===== config.mk =====
export PLATFORM = sky130hd
export DESIGN_NAME = stream_mux_rr
export DESIGN_NICKNAME = d
export VERILOG_FILES = /design/src/rtl/stream_mux_rr.sv
export SDC_FILE = /design/constraint.sdc
export NUM_CORES = 1
export LEC_CHECK = 0
export CORE_ASPECT_RATIO = 0.7
export CORE_MARGIN = 2
export CORE_UTILIZATION = 45
export DETAILED_ROUTE_END_ITERATION = 7
export DONT_BUFFER_PORTS = 1
export SETUP_SLACK_MARGIN = 0.15
export SLEW_MARGIN = 20
export SYNTH_ARGS = -nofsm -noshare
export SYNTH_HDL_FRONTEND = slang
export SYNTH_SLANG_ARGS = --single-unit

===== constraint.sdc =====
create_clock -name clk -period 4.6 [get_ports clk]
set_input_delay 0.69 -clock clk [delete_from_list [all_inputs] [get_ports clk]]
set_output_delay 0.69 -clock clk [all_outputs]
set_load 0.005 [all_outputs]

===== src/rtl/stream_mux_rr.sv =====
// stream_mux_rr: N-input valid/ready stream multiplexer with one registered output stage.
// Arbitration is packet-aware: once a channel starts a multi-beat packet it owns the output
// until it sends a beat with last=1. Round-robin (RR=1) or fixed lowest-index priority (RR=0).
//
// Ports:
//   clk, rst_n             clock, asynchronous active-low reset
//   in_valid[N]            per-channel valid
//   in_data[N*WIDTH]       channel i at [i*WIDTH +: WIDTH]
//   in_last[N]             per-channel end-of-packet
//   in_ready[N]            per-channel ready (combinational, at most one bit high)
//   out_valid/out_data/out_last/out_sel   registered output beat and its source channel
//   out_ready              consumer ready
module stream_mux_rr #(
   parameter int unsigned N     = 4,
   parameter int unsigned WIDTH = 8,
   parameter int unsigned RR    = 1,
   parameter int unsigned SELW  = $clog2(N)
) (
   input  logic                 clk,
   input  logic                 rst_n,
   input  logic [N-1:0]         in_valid,
   input  logic [N*WIDTH-1:0]   in_data,
   input  logic [N-1:0]         in_last,
   output logic [N-1:0]         in_ready,
   output logic                 out_valid,
   output logic [WIDTH-1:0]     out_data,
   output logic                 out_last,
   output logic [SELW-1:0]      out_sel,
   input  logic                 out_ready
);

   // One extra bit so ptr + offset never overflows before the modulo-N fold.
   localparam int unsigned IW = SELW + 1;

   logic                lock;
   logic [SELW-1:0]     lock_ch;
   logic [SELW-1:0]     ptr;

   logic                load_en;
   logic                grant_ok;
   logic [SELW-1:0]     grant;
   logic                xfer;
   logic [WIDTH-1:0]    sel_data;
   logic                sel_last;
   logic [IW-1:0]       idx;
   logic [SELW-1:0]     ptr_next;

   assign load_en = ~out_valid | out_ready;

   // Grant selection from registered lock/ptr state and current in_valid.
   always_comb begin
      grant_ok = 1'b0;
      grant    = '0;
      idx      = '0;
      if (lock) begin
         grant    = lock_ch;
         grant_ok = in_valid[lock_ch];
      end else if (RR != 0) begin
         for (int unsigned k = 0; k < N; k++) begin
            idx = IW'(ptr) + IW'(k);
            if (idx >= IW'(N)) idx = idx - IW'(N);
            if (!grant_ok && in_valid[idx[SELW-1:0]]) begin
               grant_ok = 1'b1;
               grant    = idx[SELW-1:0];
            end
         end
      end else begin
         for (int unsigned k = 0; k < N; k++) begin
            if (!grant_ok && in_valid[k]) begin
               grant_ok = 1'b1;
               grant    = SELW'(k);
            end
         end
      end
   end

   // Payload of the granted channel.
   always_comb begin
      sel_data = '0;
      sel_last = 1'b0;
      for (int unsigned i = 0; i < N; i++) begin
         if (grant == SELW'(i)) begin
            sel_data = in_data[i*WIDTH +: WIDTH];
            sel_last = in_last[i];
         end
      end
   end

   assign xfer     = load_en & grant_ok;
   assign in_ready = xfer ? (N'(1) << grant) : '0;
   assign ptr_next = (grant == SELW'(N - 1)) ? '0 : grant + SELW'(1);

   // Output register, packet lock and round-robin pointer.
   always_ff @(posedge clk or negedge rst_n) begin
      if (!rst_n) begin
         out_valid <= 1'b0;
         out_data  <= '0;
         out_last  <= 1'b0;
         out_sel   <= '0;
         lock      <= 1'b0;
         lock_ch   <= '0;
         ptr       <= '0;
      end else begin
         if (xfer) begin
            out_valid <= 1'b1;
            out_data  <= sel_data;
            out_last  <= sel_last;
            out_sel   <= grant;
            if (sel_last) begin
               lock <= 1'b0;
               ptr  <= ptr_next;
            end else begin
               lock    <= 1'b1;
               lock_ch <= grant;
            end
         end else if (out_ready) begin
            out_valid <= 1'b0;
         end
      end
   end

endmodule


* After elaboration in Yosys (flattened, before gate mapping)
Index checks and enable logic that the tools add are counted.
Storage, ports and cells: bits in writable memories 0, output and inout bits 16, flip-flop bits (word level) 17, bits of input ports 43, logic and storage cells 86, ROM bits 0, memories 0, bits in latches 0
Cells by class: order comparisons 9, multiply operators 0, equal/unequal tests 3, mux-type cells 44, divide/modulo/power cells 0, add/sub/neg operators 8, reduce and logical (&&, ||, !) cells 10, bitwise gates (word level) 4, shift operators 1
Operators with widths (count):
- $mux 8 | 4
- $mux 2 | 14
- $mux 1 | 20
- $lt 2x3->1 const B | 5
- $bmux 1 s2 | 5
- $ge 3x3->1 const B | 3
- $sub 2x1->2 const B | 4
- $add 2x2->3 const B | 2
- $eq 2x2->1 const B | 2
- $mux 4 | 1
- $reduce_and 2->1 | 2
- $shl 1x2->4 const A | 1
- $add 2x1->3 const B | 1
- $ge 2x3->1 const B | 1
- $logic_and 1x1->1 | 3
- $logic_not 1->1 | 3
- $add 2x1->2 const B | 1
- $eq 2x1->1 const B | 1
- $logic_not 2->1 | 1
- $not 1->1 | 2
- $reduce_bool 2->1 | 1
- $and 1x1->1 | 1
- $or 1x1->1 | 1

* Longest topological paths before layout
depth in word-level cells 26, depth in mapped cells 12, gate-level depth less buffers 11

* Least setup slack after synthesis
OpenSTA, ideal clock, no wires.
path kind input-to-output, from in in_valid[0], to out in_ready[3], arrival time 2.425 ns, stages 8, setup slack 1.485 ns, cells stage by stage a21oi_1 o21ai_0 nor2b_1 o31ai_1 ha_1 clkbuf_1 clkbuf_1 and2_2
Between the ends: longest elaborated chain between the ends 18, elaborated cells on any way between the ends 32
Ends and longest elaborated chain:
- start: declaration | line 21 | input logic [N-1:0] in_valid,
- $bmux 1 s2 | line 62 | if (!grant_ok && in_valid[idx[SELW-1:0]]) begin
- $mux 1 (implied by the code) | line 62
- $mux 1 | line 62
- $mux 1 | line 55 | if (lock) begin
- $logic_not 1->1 | line 62
- $logic_and 1x1->1 | line 62
- $mux 1 | line 62
- $mux 1 | line 55
- [3 not listed]
- $mux 1 | line 55
- $logic_not 1->1 | line 62
- $logic_and 1x1->1 | line 62
- $mux 2 * | line 62
- $mux 2 * | line 55
- named net grant[1] | line 41 | logic [SELW-1:0] grant;
- $shl 1x2->4 * | line 90 | assign in_ready = xfer ? (N'(1) << grant) : '0;
- $mux 4 * | line 90
- end: declaration | line 24 | output logic [N-1:0] in_ready,
The timed path passes the listed nets; every way through them passes the cells marked *. The select of a mux whose other input is x is not followed.

* Worst setup path after layout
from in in_valid[0], to reg lock_ch[1]
Between the ends: longest elaborated chain between the ends 23, elaborated cells on any way between the ends 40
Ends and longest elaborated chain:
- $bmux 1 s2 | line 62
- $mux 1 (implied by the code) | line 62
- $mux 1 | line 62
- $mux 1 | line 55
- $logic_not 1->1 | line 62
- $logic_and 1x1->1 | line 62
- $mux 1 | line 62
- $mux 1 | line 55
- [5 not listed]
- $logic_and 1x1->1 | line 62
- $mux 2 * | line 62
- $mux 2 * | line 55
- named net grant[1] | line 41
- $logic_not 2->1 | line 82 | if (grant == SELW'(i)) begin
- $mux 1 (4 in series) | line 82
- $not 1->1 (no source line)
- $reduce_and 2->1 (no source line)
- end signal: assignment | line 114 | lock_ch <= grant;
- end: declaration | line 36 | logic [SELW-1:0] lock_ch;
Marks and branches as above. A chain may end at the register's enable or synchronous reset.

==> summary.txt <==
Outcome
  • Outcome: finished clean

CTS
  • Sink Count: 17
  • CTS Hold Bufs: 0
  • CTS tree: done
  • Num CTS Buffers: 3
  • Worst skew pair latency: 0.25 ns
  • H-tree depth: 1
  • # Post-CTS Setup Buffers: 0
  • Clock Tree Buf Depth: 2
  • Root Driver: clkbuf_8
  • Post_cts resized: 0
  • Clock-pin slew on the worst setup and hold paths: 0.07 ns

Global routing
  • Total grt overflow: 0
  • Tot GR Track Use: 0.175
  • Initial antenna violation count: 0
  • Largest net degree at the start of global routing: 21
  • First-pass GRT wire length: 4080 µm
  • Number of global-route vias before repair: 824

Pwr
  • Pint: 0.604 mW
  • Switch Pwr: 0.519 mW
  • Leakage: 0.498 nW
  • Switch share: 0.462
  • Part of the power in the clock network: 0.097
  • Combinational fraction of design power: 0.630
  • Seq pwr share: 0.273
  • Peak supply drop: 0.000449 V
  • Power per cell area: 885 nW/µm²

Detailed routing
  • Pre-antenna DRT Iters: 4
  • Final WL: 2720 µm
  • Vias per cell: 5.65
  • Residual DRC: 0
  • WL/cell: 17.0 µm
  • DR vias: 904
  • DRT antenna net count: 0
  • Initial DRC Count: 49

Yosys
  • Ys flop type: dfrtp_1
  • Synth cell types: 36
  • Sequential area share after synthesis: 0.341
  • Number of synthesized register bits: 17
  • Syn nets: 177
  • Cell count after synthesis: 130
  • Mapped cell area: 1250 µm²
  • Async set or reset register ratio after synthesis: 1.00
  • Yosys warning count: 0
  • Avg Inst Size Synth: 9.61 µm²
  • Number of synthesized flops with an enable pin: 0

Timing
  • Final hold vios: 0
  • Fin Hold WS: 0.131 ns
  • Maximum operating frequency: 297 MHz
  • Setup violators final: 0
  • Slew @ Worst Pin: 0.649 ns
  • Tcrit/Tclk final: 0.731
  • Setup TNS: 0 ns
  • Max-slew violation count: 0
  • RSZ-0062 raised after global routing: false
  • Skew final: 0.00199 ns
  • Minimum clock period: 3.36 ns
  • Worst slew slack as a fraction of its limit: 0.567
  • Setup WS post-layout: 1.24 ns

Cells and area
  • Utilization after layout: 0.497
  • # fillers: 255
  • Synth-to-Final Area Change: 1.60%
  • Layout Nets: 174
  • N_diodes: 0
  • Layout cells sized above 1: 0.270
  • Final instance area: 1270 µm²

Floorplan
  • DIE AREA: 3220 µm²
  • Die Span Y: 48.1 µm
  • Rows: 15
  • Core Region: 2550 µm²
  • Initial Util: 0.489
  • # IOs: 59
  • Die X: 67.0 µm

Setup path
  • Reg-to-reg startpoint: ptr[1]
  • CP max stage delay: 0.55 ns
  • Startpoint Class: input port
  • Worst-path fanout max: 11
  • WP data arrival: 3.50 ns
  • Worst Path Required: 4.73 ns
  • CP delay by family, top: compound AO/OA/AOI/OAI gates
  • Stages on the worst setup path: 11
  • R2R Path End: lock_ch[1]
  • Cell mode on critical path: nor2b_1
  • Cells along the critical path: a21oi_1, o21ai_0, nor2b_1, o31ai_1, inv_1, ha_1, nor2b_1, a22oi_1, a21oi_2, nor2b_4, mux2_4
  • Critical Path End Type: flop
  • Crit path buffers/inverters: 1
  • R2R Setup Slk: 1.24 ns
  • Slowest cell on the critical path: o31ai_1
  • Worst setup path category: in -> reg
  • Cells on worst reg2reg path: 11

Placed design
  • Area after DPL: 1220 µm²
  • DPL Wire Length: 2190 µm
  • IO Port Bufs: 0
  • RePlAce Congestion: 0.747
  • Pre-CTS setup slack: 0.972 ns

Flow run
  • Max-cap violation count: 0

Worst hold path
  • HP Class: in -> async
## state kept, by name, summed over array words and instances (netlist names)
signal / cells
out_data: 8
lock: 1
ptr: 2
out_last: 1
out_valid: 1
out_sel: 2
lock_ch: 2
## worst max path at each step
stage                      startpoint          end  slack (ns)
after floorplan           in_valid[0]  in_ready[3]        1.48
after global placement    in_valid[0]   lock_ch[0]        1.21
after detailed placement  in_valid[0]   lock_ch[1]        0.97
after CTS                      ptr[1]   lock_ch[1]        1.24
after global routing           ptr[1]   lock_ch[1]        0.88
final                     in_valid[0]   lock_ch[1]        1.24
## power by group through the flow
stage	Combinational, mW	Clock, mW	Sequential [mW]
floorplan	0.653	0	0.289
global placement	0.692	0	0.309
detailed placement	0.711	0	0.310
CTS	0.713	0.113	0.308
global route	0.797	0.123	0.320
finish	0.708	0.109	0.306
## logic make-up after synthesis
| group | count (synthesis) | share of synthesized area |
|---|---|---|
| AO/OA/AOI/OAI | 42 | 0.256 |
| adder cells (fa/ha/maj) | 4 | 0.0401 |
| buffers and inverters | 14 | 0.0762 |
| flip-flops | 17 | 0.341 |
| multiplexers | 7 | 0.0731 |
| AND/OR/NAND/NOR | 46 | 0.214 |
## worst register-to-register path, stage by stage (launching register included)
cell,delay (ns)
dfrtp_1,0.42
a21oi_1,0.13
o21ai_0,0.08
nor2b_1,0.13
o31ai_1,0.55
inv_1,0.15
ha_1,0.37
nor2b_1,0.52
a22oi_1,0.17
a21oi_2,0.32
nor2b_4,0.09
mux2_4,0.30
## synthesized netlist by cell type, types with 2 or more instances
library cell  number  area share
inv_1              5       0.015
a221oi_1           8       0.056
clkbuf_1           4       0.012
mux2i_1            2       0.016
mux2_4             4       0.048
dfrtp_1           17        0.34
nand2_1            5       0.015
nor2_1             6       0.018
nor2_2             8       0.040
nor2b_1           10       0.050
buf_12             2       0.032
a21oi_2            9       0.063
o21ai_0            2      0.0080
a21oi_1           11       0.044
nor3_1             8       0.032
buf_2              2      0.0080
o21a_1             3       0.018
and2_2             3       0.018
ha_1               4       0.040
## cell type report
class	instances	area (µm²)	area share
clock buffer	3	41.3	0.0325
clock inverter	1	5.00	0.00394
inverter	5	18.8	0.0148
multi-input combinational	99	728	0.574
sequential	17	425	0.335
tap	34	42.5	0.0335
timing repair buffer	1	7.51	0.00592
## metrics by stage
stage                     power, mW  instances
after floorplan               0.942        130
after global placement         1.00        156
after detailed placement       1.02        156
after CTS                      1.13        160
after global routing           1.24        160
final                          1.12        160
## layout by cell type (no fill, tap or decap), types with 2 or more instances in the layout
cell      synthesis  final
a21oi_1          11     11
mux2_4            4      4
clkbuf_8          0      3
mux2i_1           2      2
nand2_1           5      5
and2_2            3      3
a221oi_1          8      8
ha_1              4      4
inv_1             5      5
nor2b_1          10     10
dfrtp_1          17     17
o21ai_0           2      2
nor2_1            6      6
nor3_1            8      8
a21oi_2           9      9
nor2_2            8      8
o21a_1            3      3
## routing by layer
| metal | track usage | routed length, µm | up-vias |
|---|---|---|---|
| met5 | 0 | 0 | - |
| met4 | 0.0490 | 19 | 0 |
| met3 | 0.0588 | 251 | 2 |
| met2 | 0.240 | 1130 | 38 |
| met1 | 0.259 | 1320 | 406 |
| li1 | - | - | 458 |
Note: power is estimated with default switching activity, not from simulation.
